## src/rtl/tron_pkg.sv

```systemverilog
// Shared encodings for the Tron arena display path: game states,
// colour codes, VGA timing constants and the render FSM states.
package tron_pkg;

    localparam logic [2:0] GS_MENU  = 3'd0;
    localparam logic [2:0] GS_PLAY1 = 3'd1;
    localparam logic [2:0] GS_PLAY2 = 3'd2;
    localparam logic [2:0] GS_PLAY3 = 3'd3;
    localparam logic [2:0] GS_OVER  = 3'd4;

    localparam logic [7:0] CLR_EMPTY = 8'h00;
    localparam logic [7:0] CLR_GRID  = 8'h01;
    localparam logic [7:0] CLR_BLUE  = 8'h02;
    localparam logic [7:0] CLR_RED   = 8'h03;

    localparam int VGA_H_ACTIVE = 640;
    localparam int VGA_H_TOTAL  = 800;
    localparam int VGA_V_ACTIVE = 480;
    localparam int VGA_V_TOTAL  = 525;

    typedef enum logic [1:0] {
        ST_IDLE,
        ST_FETCH,
        ST_DRAIN,
        ST_DONE
    } rd_state_t;

    // Index width for a table of n entries (at least one bit).
    function automatic int col_w(input int n);
        return (n > 1) ? $clog2(n) : 1;
    endfunction

endpackage

```

## src/rtl/render_line_buf.sv

```systemverilog
// Ping-pong line buffer: back bank written by the row fetch,
// front bank read by the pixel path.
// Ports: i_clk, i_rst (async, active-high); i_wr_en/i_wr_col/i_wr_data
// write the back bank; i_swap exchanges banks and marks the new front
// valid; i_rd_col -> o_rd_data reads the front bank (combinational);
// o_front_valid reports whether the front bank holds a complete row.
module render_line_buf
    import tron_pkg::*;
#(
    parameter int GRID_W = 80
) (
    input  logic                     i_clk,
    input  logic                     i_rst,
    input  logic                     i_wr_en,
    input  logic [col_w(GRID_W)-1:0] i_wr_col,
    input  logic [7:0]               i_wr_data,
    input  logic                     i_swap,
    input  logic [col_w(GRID_W)-1:0] i_rd_col,
    output logic [7:0]               o_rd_data,
    output logic                     o_front_valid
);

    logic [7:0] r_bank0 [GRID_W];
    logic [7:0] r_bank1 [GRID_W];
    logic       r_sel;
    logic [1:0] r_valid;
    logic       w_back;

    // r_sel names the front bank; the other one is the back bank.
    assign w_back = ~r_sel;

    always_ff @(posedge i_clk) begin
        if (i_wr_en) begin
            if (w_back)
                r_bank1[i_wr_col] <= i_wr_data;
            else
                r_bank0[i_wr_col] <= i_wr_data;
        end
    end

    always_ff @(posedge i_clk or posedge i_rst) begin
        if (i_rst) begin
            r_sel   <= 1'b0;
            r_valid <= 2'b00;
        end else if (i_swap) begin
            r_sel          <= w_back;
            r_valid[w_back] <= 1'b1;
        end
    end

    assign o_rd_data     = r_sel ? r_bank1[i_rd_col] : r_bank0[i_rd_col];
    assign o_front_valid = r_valid[r_sel];

endmodule

```

## src/rtl/arena_render_reader.sv

```systemverilog
// Arena render reader: prefetches the next grid row from the trail RAM
// during horizontal blank and serves one colour code per pixel.
// Ports: Clk, Reset (async, active-high); DrawX/DrawY/Game_State from
// the VGA/game logic; rd_addr/rd_en/rd_data to the trail RAM read port;
// cell_color (1-cycle registered) to the colour mapper; underrun is a
// sticky flag set when a row fetch misses its line start.
// Build option: define GRID_OVERLAY_EN to draw grid lines (CLR_GRID)
// over empty cells.
module arena_render_reader
    import tron_pkg::*;
#(
    parameter int GRID_W     = 80,
    parameter int GRID_H     = 60,
    parameter int CELL_SHIFT = 3,
    parameter int H_ACTIVE   = VGA_H_ACTIVE,
    parameter int V_ACTIVE   = VGA_V_ACTIVE,
    parameter int V_TOTAL    = VGA_V_TOTAL,
    parameter int RD_LATENCY = 2,
    parameter int ADDR_W     = 16
) (
    input  logic              Clk,
    input  logic              Reset,
    input  logic [9:0]        DrawX,
    input  logic [9:0]        DrawY,
    input  logic [2:0]        Game_State,
    output logic [ADDR_W-1:0] rd_addr,
    output logic              rd_en,
    input  logic [7:0]        rd_data,
    output logic [7:0]        cell_color,
    output logic              underrun
);

    localparam int CW = col_w(GRID_W);

    rd_state_t         r_state;
    rd_state_t         w_next;
    logic [9:0]        r_drawx_prev;
    logic [CW-1:0]     r_col;
    logic [ADDR_W-1:0] r_addr;
    logic [2:0]        r_lat;
    logic              r_skip;
    logic              r_underrun;
    logic [RD_LATENCY-1:0] r_pv;
    logic [CW-1:0]     r_pc [RD_LATENCY];
    logic [7:0]        r_color;

    logic [9:0]        w_next_line;
    logic [9:0]        w_fetch_row;
    logic              w_need;
    logic              w_hblank;
    logic              w_dx0;
    logic              w_conflict;
    logic [ADDR_W-1:0] w_base;
    logic              w_rd_en;
    logic              w_swap;
    logic              w_front_valid;
    logic [7:0]        w_buf_data;
    logic [9:0]        w_cell_idx;
    logic              w_active;
    logic [7:0]        w_code;
    logic [7:0]        w_color;

    assign w_next_line = (DrawY == 10'(V_TOTAL - 1)) ? 10'd0 : DrawY + 10'd1;
    assign w_fetch_row = w_next_line >> CELL_SHIFT;
    assign w_need      = (w_next_line < 10'(V_ACTIVE)) &&
                         (w_fetch_row < 10'(GRID_H));
    // Only the first cycle of DrawX==H_ACTIVE starts a fetch.
    assign w_hblank    = (DrawX == 10'(H_ACTIVE)) &&
                         (r_drawx_prev != 10'(H_ACTIVE));
    assign w_dx0       = (DrawX == 10'd0);
    assign w_conflict  = ((r_state == ST_FETCH) || (r_state == ST_DRAIN)) && w_dx0;
    // Row base computed once; loaded only on FETCH entry.
    assign w_base      = ADDR_W'(w_fetch_row) * ADDR_W'(GRID_W);

    always_comb begin
        w_next  = r_state;
        w_rd_en = 1'b0;
        w_swap  = 1'b0;
        unique case (r_state)
            ST_IDLE: begin
                if (w_hblank && w_need)
                    w_next = ST_FETCH;
            end
            ST_FETCH: begin
                w_rd_en = 1'b1;
                if (r_col == CW'(GRID_W - 1))
                    w_next = ST_DRAIN;
            end
            ST_DRAIN: begin
                // A line start seen during the fetch forfeits its swap.
                if (r_lat == 3'(RD_LATENCY - 1))
                    w_next = (r_skip || w_conflict) ? ST_IDLE : ST_DONE;
            end
            ST_DONE: begin
                if (w_dx0) begin
                    w_swap = 1'b1;
                    w_next = ST_IDLE;
                end
            end
            default: w_next = ST_IDLE;
        endcase
    end

    always_ff @(posedge Clk or posedge Reset) begin
        if (Reset)
            r_state <= ST_IDLE;
        else
            r_state <= w_next;
    end

    always_ff @(posedge Clk or posedge Reset) begin
        if (Reset) begin
            r_drawx_prev <= '0;
            r_col        <= '0;
            r_addr       <= '0;
            r_lat        <= '0;
            r_skip       <= 1'b0;
            r_underrun   <= 1'b0;
            r_pv         <= '0;
            r_color      <= CLR_EMPTY;
            for (int i = 0; i < RD_LATENCY; i++)
                r_pc[i] <= '0;
        end else begin
            r_drawx_prev <= DrawX;
            if ((r_state == ST_IDLE) && (w_next == ST_FETCH)) begin
                r_addr <= w_base;
                r_col  <= '0;
                r_skip <= 1'b0;
            end else if (w_rd_en) begin
                r_addr <= r_addr + ADDR_W'(1);
                r_col  <= r_col + CW'(1);
            end
            if (r_state == ST_DRAIN)
                r_lat <= r_lat + 3'd1;
            else
                r_lat <= '0;
            if (w_conflict) begin
                r_skip     <= 1'b1;
                r_underrun <= 1'b1;
            end
            // Tracks each read so its return lands in the right column.
            r_pv[0] <= w_rd_en;
            r_pc[0] <= r_col;
            for (int i = 1; i < RD_LATENCY; i++) begin
                r_pv[i] <= r_pv[i-1];
                r_pc[i] <= r_pc[i-1];
            end
            r_color <= w_color;
        end
    end

    render_line_buf #(
        .GRID_W (GRID_W)
    ) u_buf (
        .i_clk         (Clk),
        .i_rst         (Reset),
        .i_wr_en       (r_pv[RD_LATENCY-1]),
        .i_wr_col      (r_pc[RD_LATENCY-1]),
        .i_wr_data     (rd_data),
        .i_swap        (w_swap),
        .i_rd_col      (w_cell_idx[CW-1:0]),
        .o_rd_data     (w_buf_data),
        .o_front_valid (w_front_valid)
    );

    assign w_cell_idx = DrawX >> CELL_SHIFT;
    assign w_active   = (DrawX < 10'(H_ACTIVE)) &&
                        (DrawY < 10'(V_ACTIVE)) &&
                        (Game_State != GS_MENU);
    assign w_code     = (w_front_valid && (w_cell_idx < 10'(GRID_W))) ?
                        w_buf_data : CLR_EMPTY;

`ifdef GRID_OVERLAY_EN
    logic w_on_grid;
    assign w_on_grid = (DrawX[CELL_SHIFT-1:0] == '0) ||
                       (DrawY[CELL_SHIFT-1:0] == '0);
    assign w_color = !w_active ? CLR_EMPTY :
                     ((w_code == CLR_EMPTY) && w_on_grid) ? CLR_GRID : w_code;
`else
    assign w_color = w_active ? w_code : CLR_EMPTY;
`endif

    assign rd_en      = w_rd_en;
    assign rd_addr    = r_addr;
    assign cell_color = r_color;
    assign underrun   = r_underrun;

endmodule

```

## config.mk

```make
export PLATFORM = sky130hd
export DESIGN_NAME = arena_render_reader
export DESIGN_NICKNAME = d
export VERILOG_FILES = /design/src/rtl/tron_pkg.sv /design/src/rtl/render_line_buf.sv /design/src/rtl/arena_render_reader.sv
export SDC_FILE = /design/constraint.sdc
export NUM_CORES = 1
export LEC_CHECK = 0
export CAP_MARGIN = 20
export CORE_ASPECT_RATIO = 1.25
export CORE_MARGIN = 4
export CORE_UTILIZATION = 65
export DETAILED_ROUTE_END_ITERATION = 6
export PLACE_DENSITY_LB_ADDON = 0.1
export SLEW_MARGIN = 20
export SYNTH_ARGS = -nofsm -noshare
export SYNTH_HDL_FRONTEND = slang
export SYNTH_SLANG_ARGS = --single-unit
```

## constraint.sdc

```tcl
create_clock -name Clk -period 5 [get_ports Clk]
set_input_delay 1.25 -clock Clk [delete_from_list [all_inputs] [get_ports Clk]]
set_output_delay 1.25 -clock Clk [all_outputs]
set_load 0.01 [all_outputs]
```

# Word-level counts from Yosys, hierarchy flattened
# Memories as Yosys holds them, arrays and structs flattened.
# Index checks and enable logic that the tools add are counted.
[op_classes]
order_cmp = 8
add_sub_neg = 4
n_eq_ne = 9
n_bitwise = 2
n_reduce_logical = 16
multipliers = 1
mux = 30
[op_table]
columns = ["operator", "n"]
rows = [
  ["2-to-1 mux 16 bit", 2],
  ["2-to-1 mux 8 bit", 3],
  ["== test 10 bit (second input constant)", 2],
  ["less-than comparator 10 x 9 -> 1 bit (second input constant)", 2],
  ["adder 16 x 1 -> 16 bit (second input constant)", 1],
  ["2-to-1 mux 1 bit", 14],
  ["2-to-1 mux 7 bit", 2],
  ["adder 10 x 1 -> 10 bit (second input constant)", 1],
  ["logical NOT 10 bit", 1],
  ["less-than comparator 10 bit (second input constant)", 1],
  ["multiplier 7 x 3 -> 10 bit (second input constant)", 1],
  ["2-to-1 mux 10 bit", 1],
  ["2-to-1 mux 2 bit", 5],
  ["!= test 10 bit (second input constant)", 1],
  ["logical AND 1 bit", 9],
  ["one-hot mux 2 bit (4 select lines)", 1],
  ["adder 7 x 1 -> 7 bit (second input constant)", 1],
  ["== test 7 bit (second input constant)", 1],
  ["less-than comparator 7 x 6 -> 1 bit (second input constant)", 1],
  ["less-than comparator 7 bit (second input constant)", 1],
  ["== test 2 x 1 -> 1 bit (second input constant)", 2],
  ["== test 2 bit (second input constant)", 2],
  ["less-than comparator 1 x 2 -> 1 bit (second input constant)", 2],
  ["nonzero test 2 bit", 2],
  ["10 further kinds", 11],
]
[totals]
out_inout_bits = 26
word_cells = 85
n_memories = 2
regBits = 67
in_bits = 33
ram_bits = 1280
[memory_table]
columns = ["memory", "depth", "word_bits", "rd", "rd_ports_with_merged_regs", "wr", "line", "source"]
rows = [
  ["u_buf.r_bank0", 80, 8, 1, 0, 1, "render_line_buf.sv:23", "logic [7:0] r_bank0 [GRID_W];"],
  ["u_buf.r_bank1", 80, 8, 1, 0, 1, "render_line_buf.sv:24", "logic [7:0] r_bank1 [GRID_W];"],
]

# Longest topological paths before layout
# Gate-level depths: netlist (run 1).
[logic_depth]
ltp_word = 11
ltp_mapped = 12
ltp_nobuf = 12

# Modules after synthesis
# A second synthesis (run 1) with hierarchy kept.
[hier_totals]
hier_cells = 2733
hier_area_um2 = 53299.9
[by_module_without_submodules]
columns = ["module", "area_per_inst_um2", "seq_area_each_um2", "cells_each", "n_inst"]
rows = [
  ["render_line_buf", 50273.2, 38511.9, 2482, 1],
  ["arena_render_reader", 3026.7, 1601.5, 251, 1],
]

# Worst setup path before layout (run 1)
# Ideal clock, no wire load.
[synth_timing]
path_kind = "input-to-reg"
from = "input DrawY[8]"
to = "register r_addr[13], in the netlist rd_addr[13]"
required_ps = 4873
arrival_ps = 3485
path_slack_ps = 1388
stages = 12
cell_sequence = "or4_4 -> nor4_4 -> nor3_1 -> ha_1 -> ha_1 -> fa_1 -> a21oi_1 -> nor2_1 -> nor2_1 -> nor2b_1 -> o21ai_0 -> mux2i_1"
[synth_between]
elab_chain_len = 10
elab_cells_between_ends = 14
[synth_rtl]
columns = ["element", "line", "source"]
rows = [
  ["start: declaration", "arena_render_reader.sv:24", "input logic [9:0] DrawY,"],
  ["adder 10 x 1 -> 10 bit / == test 10 bit (equally long branches)", "arena_render_reader.sv:63", "assign w_next_line = (DrawY == 10'(V_TOTAL - 1)) ? 10'd0 : DrawY + 10'd1;"],
  ["2-to-1 mux 10 bit (*)", "arena_render_reader.sv:63", ""],
  ["less-than comparator 10 x 9 -> 1 bit / less-than comparator 7 x 6 -> 1 bit (equally long branches)", "arena_render_reader.sv:65, arena_render_reader.sv:66", ""],
  ["logical AND 1 bit", "arena_render_reader.sv:65", "assign w_need = (w_next_line < 10'(V_ACTIVE)) &&"],
  ["logical AND 1 bit", "arena_render_reader.sv:81", "if (w_hblank && w_need)"],
  ["2-to-1 mux 2 bit", "arena_render_reader.sv:81", ""],
  ["one-hot mux 2 bit (4 select lines)", "arena_render_reader.sv:79", "unique case (r_state)"],
  ["== test 2 x 1 -> 1 bit", "arena_render_reader.sv:125", "if ((r_state == ST_IDLE) && (w_next == ST_FETCH)) begin"],
  ["logical AND 1 bit", "arena_render_reader.sv:125", ""],
  ["2-to-1 mux 16 bit / nonzero test 2 bit (equally long branches)", "n/a", ""],
  ["end signal: assignment", "arena_render_reader.sv:126", "r_addr <= w_base;"],
  ["end signal: assignment", "arena_render_reader.sv:130", "r_addr <= r_addr + ADDR_W'(1);"],
  ["end: declaration", "arena_render_reader.sv:39", "logic [ADDR_W-1:0] r_addr;"],
]
# Mark *: on every way between the ends. The rest lies on a longest branch, timed or not.
# A chain may end at the register's enable or synchronous reset.

# Final worst setup path (run 1)
[layout_timing]
from = "register r_state[1]"
to = "output rd_en"
[layout_between]
elab_chain_len = 2
[layout_rtl]
columns = ["element", "line", "source"]
rows = [
  ["start: declaration", "arena_render_reader.sv:35", "rd_state_t r_state;"],
  ["start signal: assignment", "arena_render_reader.sv:108", "r_state <= w_next;"],
  ["== test 2 x 1 -> 1 bit", "arena_render_reader.sv:79", ""],
  ["2-to-1 mux 1 bit", "arena_render_reader.sv:79", ""],
  ["end: declaration", "arena_render_reader.sv:27", "output logic rd_en,"],
]
# Every way passes these cells.

==> results of run 1 <==
per-layer routing:
metal | global-route usage | vias up
li1 | - | 11100
met1 | 0.397 | 14000
met2 | 0.490 | 1452
met3 | 0.0631 | 288
met4 | 0.122 | 2
met5 | 0 | -
state kept, by name (all words and copies together) (netlist names), 3 cells and up:
signal and flops:
rd_addr 16, r_drawx_prev 10, cell_color 8, u_buf.r_bank0 640, r_pc 14, u_buf.r_bank1 640, r_col 7, r_lat 3
power groups by stage:
| stage | combinational (W) | sequential, W | clock, W |
|---|---|---|---|
| 5_1_grt | 0.00113 | 0.0123 | 0.00997 |
| 3_3_place_gp | 0.00104 | 0.0126 | 0 |
| 4_1_cts | 0.00107 | 0.0124 | 0.00946 |
| 2_1_floorplan | 0.000554 | 0.0126 | 0 |
| 3_5_place_dp | 0.00107 | 0.0126 | 0 |
| 6_report | 0.00107 | 0.0124 | 0.00940 |
critical path, cell delays in order, from the launching register on:
cell and delay, ps:
dfrtp_1 450, inv_1 160, ha_1 750, clkdlybuf4s50_1 680
per-stage QoR:
step	hold WS [ps]	power [W]
6_report	354	0.0228
2_1_floorplan	331	0.0131
3_5_place_dp	342	0.0137
4_1_cts	356	0.0229
3_3_place_gp	339	0.0136
5_1_grt	358	0.0234
Yosys cell counts, types with 8 or more instances:
cell	n	area, µm²
mux2i_1	137	1370
ha_1	19	238
o22ai_1	22	138
inv_1	12	45.0
a211oi_1	48	360
edfxtp_1	1280	38400
mux2_2	19	214
nand3_1	14	70.1
buf_2	35	175
nand2_1	65	244
xnor2_1	21	184
a221oi_1	15	131
nor2b_1	19	119
a22o_1	15	131
mux4_2	267	6010
xor2_1	11	96.3
and3_1	8	50.1
o211ai_1	8	60.1
nand4_1	13	81.3
nor2_1	214	803
nor3_1	16	80.1
o21ai_0	24	120
o32ai_1	8	70.1
o221ai_1	19	166
clkbuf_1	80	300
a22oi_1	42	315
a21oi_1	45	225
buf_1	16	60.1
dfrtp_1	67	1680
cell families (layout without fill, tap and decap cells):
logic type | Yosys count | count (layout) | share of synthesized area
AOI/OAI and AO/OA | 275 | 275 | 0.0372
muxes | 423 | 423 | 0.145
and+or+nand+nor | 377 | 377 | 0.0319
xor gates and xnor gates | 32 | 32 | 0.00533
DFF | 1347 | 1347 | 0.763
buffers and inverters | 152 | 386 | 0.0126
adders and majority gates | 20 | 20 | 0.00491
worst paths after layout:
check	slack [ps]	start	end	cells after the start
worst max-delay path	980	r_state[1]	rd_en	3
worst min-delay path	350	r_pc[9]	r_pc[2]	0
worst max register to register	2120	u_buf.r_bank0[63][4]	cell_color[4]	6
worst min register to register	350	r_pc[9]	r_pc[2]	0
max in group asynchronous	3040	Reset	r_col[5]	3
min in group asynchronous	1030	Reset	rd_addr[7]	2
layout make-up:
| cell class | instances | area (µm²) | area share |
|---|---|---|---|
| clock buffer | 169 | 3580 | 0.0609 |
| sequential | 1347 | 40100 | 0.683 |
| inverter | 13 | 48.8 | 0.000831 |
| timing repair buffer | 148 | 1410 | 0.0240 |
| multi-input combinational | 1127 | 11800 | 0.201 |
| tap | 1062 | 1330 | 0.0226 |
| clock inverter | 56 | 483 | 0.00822 |
==> impl_metrics.json, run 1 <==
{
  "vias_per_cell": 6.84,
  "drive_above_1_share": 0.203,
  "grt_usage": 0.298,
  "cap_violations": 0,
  "finish.utilization": 0.733,
  "path_max_fanout": 18,
  "finalMaxSlewViolations": 0,
  "grt_pass1_wl_mm": 186,
  "dp_cells": 3697,
  "grt-ovfl-total": 0,
  "synth-async-reset-ratio": 0.0497,
  "grt_max_degree": 113,
  "p_sw_w": 0.00476,
  "worstMarginPinSlew_ps": 1180,
  "final.min_clock_period_ps": 4020,
  "hold_viol": 0,
  "p_leak_nw": 18.9,
  "drtIter0Drc": 3258,
  "syn_area_per_cell_um2": 20.0,
  "wl_met3_mm": 10.9,
  "h-tree-depth": 4,
  "synth_edf_count": 1280,
  "fin_area_um2": 58700,
  "startpoint_type": "register",
  "diodes": 0,
  "fill_cells": 4575,
  "hold_buffers": 0,
  "synth_ff_type": "edfxtp_1",
  "numCtsBuffers": 131,
  "clock-sinks": 1347,
  "synth_fp_nets": 2679,
  "die_height_um": 326,
  "synth_cell_types": 62,
  "vias": 26800,
  "ant_nets": 0,
  "globalplace.congestion": 0.890,
  "seqPwrFrac": 0.541,
  "yosysSeqAreaShare": 0.763,
  "placement.cell_area_um2": 54700,
  "antenna_found_initial": 1,
  "wirelength_met1_mm": 45.8,
  "core-area_um2": 80100,
  "syn-cell-area_um2": 52500,
  "root_buffer": "clkbuf_16",
  "post-cts-setup-buffer-count": 0,
  "layout_common_cells": "1280 x edfxtp_1, 267 x mux4_2, 213 x nor2_1, 137 x mux2i_1, 135 x clkbuf_16",
  "start_util": 0.656,
  "cts_tree": "built",
  "fin_worst_skew_ps": 24.8,
  "area_delta_synth_final_pct": 11.8,
  "route.detailed.drc": 0,
  "setup_ws_ps": 981,
  "clkTransAtPathRegs_ps": 60,
  "grt_pass1_vias": 27600,
  "post-place-ws_ps": 608,
  "dp_hpwl_mm": 77.2,
  "wl_mm": 126,
  "cp_data_required_time_ps": 3750,
  "wl_met2_mm": 63.3,
  "clk_latency_ps": 740,
  "wire_per_inst_um": 32.0,
  "postSynthCellCount": 2626,
  "io_buffers": 58,
  "status": "finished, final reports clean",
  "drt_pass1_iterations": 6,
  "cts_resized": 0,
  "p_comb_frac": 0.047,
  "arrival_ps": 2770,
  "setup_viol": 0,
  "rows": 116,
  "power_density_nw_per_um2": 388,
  "cts.path.max_buffers": 3,
  "hp-class": "reg2reg",
  "cp-end-kind": "output port",
  "slew_headroom": 0.213,
  "clkPwrFrac": 0.412,
  "top_layer": "met5",
  "final.period_utilization": 0.804,
  "internal-power_w": 0.0181,
  "io-pin-count": 59,
  "ys.warnings.count": 0,
  "die-area_um2": 85500,
  "max_freq_ghz": 0.249,
  "switching_share": 0.209,
  "ir_drop_mv": 0.344,
  "final_common_cell": "edfxtp_1",
  "fin_nets": 2821,
  "finalSetupTns_ps": 0,
  "ys_ff_latch": 1347,
  "fin_cells": 3922,
  "rsz0062_at_grt": "false",
  "die_w_um": 262,
  "path_class": "reg2out"
}
No activity file was read; power rests on OpenSTA's default activity.
==> run 2: changes to the inputs <==
CORE_UTILIZATION = 62   (was 65)
clock period = 4.1 ns   (was 5 ns; I/O delays follow)
==> impl_metrics.json, run 2 (synthesized netlist as in run 1, its figures left out) <==
{
  "status": "finished, final reports clean",
  "clk_latency_ps": 730,
  "cap_violations": 0,
  "grt_pass1_vias": 27800,
  "reg2reg_slack_ps": 1130,
  "core-area_um2": 84100,
  "route.detailed.drc": 0,
  "path_common_cell": "buf_4",
  "numCtsBuffers": 130,
  "path_buf_inv": 4,
  "hold_buffers": 0,
  "vias": 26900,
  "dp_hpwl_mm": 78.9,
  "rsz0062_at_grt": "false",
  "hp-class": "reg2reg",
  "worstMarginPinSlew_ps": 1130,
  "io-pin-count": 59,
  "finalMaxSlewViolations": 0,
  "grt-ovfl-total": 0,
  "antenna_found_initial": 2,
  "fin_area_um2": 59700,
  "arrival_ps": 3970,
  "placement.cell_area_um2": 55600,
  "h-tree-depth": 4,
  "seqCellArea_um2": 40100,
  "grt_usage": 0.285,
  "wl_mm": 125,
  "startpoint_type": "input pin",
  "final.period_utilization": 0.814,
  "die-area_um2": 89500,
  "setup_viol": 0,
  "ir_drop_mv": 0.539,
  "rows": 119,
  "die_height_um": 333,
  "fill_cells": 4976,
  "clock-sinks": 1347,
  "grt_pass1_wl_mm": 185,
  "drtIter0Drc": 3006,
  "wire_per_inst_um": 30.8,
  "cts_tree": "built",
  "grt_max_degree": 117,
  "multi_input_area_um2": 11800,
  "finalSetupTns_ps": 0,
  "globalplace.congestion": 0.886,
  "layout_common_cells": "1280 x edfxtp_1, 267 x mux4_2, 213 x nor2_1, 174 x buf_4, 137 x mux2i_1",
  "power_w": 0.0280,
  "clkTransAtPathRegs_ps": 60,
  "path_class": "in2reg",
  "post-cts-setup-buffer-count": 0,
  "drt_pass1_iterations": 7,
  "die_w_um": 268,
  "hold_viol": 0,
  "slew_headroom": 0.243,
  "drive_above_1_share": 0.231,
  "final_common_cell": "edfxtp_1",
  "crit_family": "buffers and inverters",
  "vias_per_cell": 6.62,
  "cts_resized": 0,
  "p_leak_nw": 19.5,
  "fin_worst_skew_ps": 24.1,
  "cpPeakStageDelay_ps": 550,
  "crit_chain": "clkdlybuf4s50_1 -> or4_4 -> nor4_4 -> buf_4 -> a21oi_2 -> o311a_1 -> a211o_1 -> nor4b_4 -> buf_4 -> buf_4 -> mux2i_1",
  "area_delta_synth_final_pct": 13.7,
  "max_freq_ghz": 0.300,
  "root_buffer": "clkbuf_16",
  "critPathSlowestCell": "or4_4",
  "cts.path.max_buffers": 3,
  "final.min_clock_period_ps": 3340,
  "io_buffers": 58,
  "cp_data_required_time_ps": 4740,
  "path_max_fanout": 14,
  "power_density_nw_per_um2": 469,
  "cp-end-kind": "register",
  "fin_nets": 2920,
  "start_util": 0.625,
  "ant_nets": 0
}
==> run 2: final cells by class <==
type                            count  share of cell area
Antenna cell                        2           0.0000838
Sequential cell                  1347               0.672
Clock inverter                     73              0.0102
Inverter                           13            0.000817
Clock buffer                      162              0.0589
Multi-Input combinational cell   1127               0.197
Tap cell                         1089              0.0228
Timing Repair Buffer              248              0.0382
==> run 2: routing by layer <==
layer,track usage,up-vias,part of all wire
met1,0.379,14000,0.37
met2,0.471,1263,0.51
li1,-,11300,-
met4,0.119,0,0.045
met3,0.0572,285,0.077
met5,0,-,0
==> run 2: report_power, final <==
part,internal (W),switching [W],leakage (nW)
Clock,0.00657,0.00499,2.03
Combinational,0.000516,0.000849,5.17
Sequential,0.0151,0.00000243,12.3
==> run 2: final timing paths <==
| kind | startpoint | end | cells after the start |
|---|---|---|---|
| worst max register to register | u_buf.r_sel | u_buf.r_bank1[29][0] | 3 |
| worst max-delay path | DrawY[8] | rd_addr[12] | 11 |
| min in group asynchronous | Reset | rd_addr[15] | 2 |
| worst min register to register | r_pv[0] | r_pv[1] | 0 |
| max in group asynchronous | Reset | r_pc[4] | 3 |
| worst min-delay path | r_pv[0] | r_pv[1] | 0 |
==> run 2: metrics by stage <==
step / hold WS (ps) / utilization / instances / worst slack (ps)
floorplan: 331 / - / 2626 / 713
global placement: 350 / 0.661 / 3824 / 100
detailed placement: 345 / 0.661 / 3824 / 36.5
CTS: 347 / 0.710 / 4059 / 778
global route: 348 / 0.710 / 4059 / 629
finish: 335 / 0.710 / 4061 / 761
==> RTL change: new RTL, settings of run 2 <==
The output `cell_color` loses its register stage (`r_color` becomes a continuous assignment).
--- a/src/rtl/arena_render_reader.sv
+++ b/src/rtl/arena_render_reader.sv
@@ -117,7 +117,6 @@
             r_skip       <= 1'b0;
             r_underrun   <= 1'b0;
             r_pv         <= '0;
-            r_color      <= CLR_EMPTY;
             for (int i = 0; i < RD_LATENCY; i++)
                 r_pc[i] <= '0;
         end else begin
@@ -145,9 +144,10 @@
                 r_pv[i] <= r_pv[i-1];
                 r_pc[i] <= r_pc[i-1];
             end
-            r_color <= w_color;
         end
     end
+
+    assign r_color = w_color;
 
     render_line_buf #(
         .GRID_W (GRID_W)
Function: no difference found for any inputs over 4 cycles, from zero or initial values and one cycle with Reset high; that may be too few to reach the edited logic, so the function may still have changed.
==> RTL change against run 2 <==
Hold slack better by 0.016 ns; area after synthesis down 1.3%; global-route usage up 1.0 points; total power up 3.5%; routed wire length up 3.6%; sequential cell count down 8; design area up 4.4%; via count up 0.53%; the run now ends with setup timing left; highest routed layer unchanged; worst setup slack worse by 1.1 ns; utilization up 4.1 points.
==> RTL change: results (changes against run 2) <==
| Metric | Value |
|---|---|
| Status | finished, violations left (was finished, final reports clean) |
| Violated checks | setup timing |
| Clk buf depth | 3 (unchanged) |
| Root Buffer | clkbuf_16 (unchanged) |
| HP Class | reg -> reg (unchanged) |
| Initial antenna violation count | 0 (was 2) |
| Internal | 0.0224 W (was 0.0221 W) |
| # H-tree levels | 3 (was 4) |
| Tot GR Track Use | 0.296 (was 0.285) |
| Post-DP HPWL | 79400 um (was 78900 um) |
| Vias in the first global route | 27600 (was 27800) |
| DR pass1 iterations | 6 (was 7) |
| Post-Syn Nets | 2491 (was 2679) |
| Clock group share of total power | 0.378 (was 0.413) |
| First-pass GRT wire length | 190000 um (was 185000 um) |
| Pre-CTS WS | -1.81 ns (was 0.0365 ns) |
| GPL Wtd Cong | 0.867 (was 0.886) |
| Slew margin rel. | 0.305 (was 0.243) |
| IO Port Bufs | 58 (unchanged) |
| Layout cells sized above 1 | 0.369 (was 0.231) |
| Clock latency at the later pin of the worst-skew pair | 0.70 ns (was 0.73 ns) |
| Clock Pin Slew Worst Setup and Hold Paths | 0.06 ns (about the same) |
| Initial DRC count | 3357 (was 3006) |
| Post-synth EDFFs | 1280 (unchanged) |
| Seq/Total Area, Yosys | 0.769 (was 0.763) |
| Static Leak | 20.2 nW (was 19.5 nW) |
| Routed vias | 27000 (was 26900) |
| Largest cells by area after synthesis | edfxtp_1, mux4_2, dfrtp_1 (unchanged) |
| Worst Skew | 0.0284 ns (was 0.0241 ns) |
| Synth warn | 0 (unchanged) |
| FFs w/ async S/R, synth | 0.0441 (was 0.0497) |
| Max IR drop VDD | 0.429 mV (was 0.539 mV) |
| Synth cell types | 58 (was 62) |
| Wirelength per Cell | 32.0 um (was 30.8 um) |
| Top FF cell, synth | edfxtp_1 (unchanged) |
| Final setup vio count | 8 (was 0) |
| CTS Buf Count | 121 (was 130) |
| Post-route setup slack | -0.333 ns (was 0.761 ns) |
| Pin count of the biggest net entering global routing | 122 (was 117) |
| Final #Nets | 2920 (unchanged) |
| CP max FO | 7 (was 14) |
| Synth cell count leaders | edfxtp_1, mux4_2, nor2_1, a22oi_1, clkbuf_1 (was edfxtp_1, mux4_2, nor2_1, mux2i_1, clkbuf_1) |
| # diodes | 0 (was 2) |
| Flop pwr share | 0.531 (was 0.538) |
| CP arrival | 3.41 ns (was 3.97 ns) |
[RTL change: cell types whose count changed after synthesis, sizes merged, moves of 10 or more]
| cell | run 2 | this run |
|---|---|---|
| mux4 | 267 | 336 |
| mux2 | 19 | 5 |
| nand2 | 65 | 38 |
| a211oi | 48 | 1 |
| buf | 59 | 47 |
| o221ai | 19 | 0 |
| a22o | 15 | 0 |
| nor3 | 16 | 6 |
| nor4 | 5 | 18 |
| nor2 | 215 | 197 |
| mux2i | 137 | 24 |
| o22ai | 22 | 0 |
| a22oi | 42 | 96 |
[RTL change: kinds of logic (layout without fill, tap and decap cells)]
logic type | after synthesis | after routing | share of synthesized area
AOI/OAI and AO/OA | 219 | 219 | 0.0290
xor gates and xnor gates | 32 | 32 | 0.00540
adders and majority gates | 20 | 20 | 0.00497
buffers and inverters | 141 | 673 | 0.0119
DFF | 1339 | 1339 | 0.769
muxes | 365 | 365 | 0.152
and+or+nand+nor | 322 | 322 | 0.0277
[RTL change: metrics by stage]
stage | total power [W] | area, um2 | hold WS [ns] | instances | TNS [ns]
after global placement | 0.0179 | 55800 | 0.338 | 3715 | -22.34
final | 0.0290 | 62400 | 0.351 | 4050 | -2.04
after global routing | 0.0299 | 62400 | 0.353 | 4050 | -2.15
after floorplan | 0.0168 | 51900 | 0.331 | 2438 | 0
after CTS | 0.0290 | 61700 | 0.351 | 4000 | -1.94
after detailed placement | 0.0179 | 55800 | 0.338 | 3715 | -23.08
[RTL change: final timing paths]
kind	start	endpoint	cells past startpoint	slack, ns
max	DrawX[3]	cell_color[0]	11	-0.33
max in group asynchronous	Reset	r_pc[4]	3	2.55
min reg2reg	r_pc[7]	r_pc[0]	0	0.35
min	r_pc[7]	r_pc[0]	0	0.35
min in group asynchronous	Reset	rd_addr[7]	2	0.83
max reg2reg	u_buf.r_sel	u_buf.r_bank0[2][0]	5	1.11
[RTL change: critical path, stage by stage]
cell,delay [ns]
buf_16,0.13
buf_8,0.12
buf_12,0.12
buf_4,0.12
mux4_2,0.52
a221oi_2,0.31
o21ai_2,0.12
nor4_4,0.44
buf_4,0.20
o32ai_4,0.10
buf_2,0.18
[RTL change: final cells by class]
class | count | area, um2
flip-flops and latches | 1339 | 39900
repair buffers | 434 | 4560
inverters | 13 | 48.8
fillers | 4471 | 20600
well taps | 1080 | 1350
clock inverters | 69 | 592
multi-input cells | 958 | 12700
clock buffers | 157 | 3220
[RTL change: layer usage]
layer	global-route usage	routed length (um)
met5	0	0
met4	0.0983	4950
met3	0.0417	10300
met2	0.494	66900
met1	0.412	47500
[RTL change: timing repair]
item / CTS / global route
endpoints found under the setup margin: 8 / 8
pin swaps: 69 / 43
gates cloned: 9 / 4
buffers inserted: 62 / 53
gates resized for setup: 328 / 53
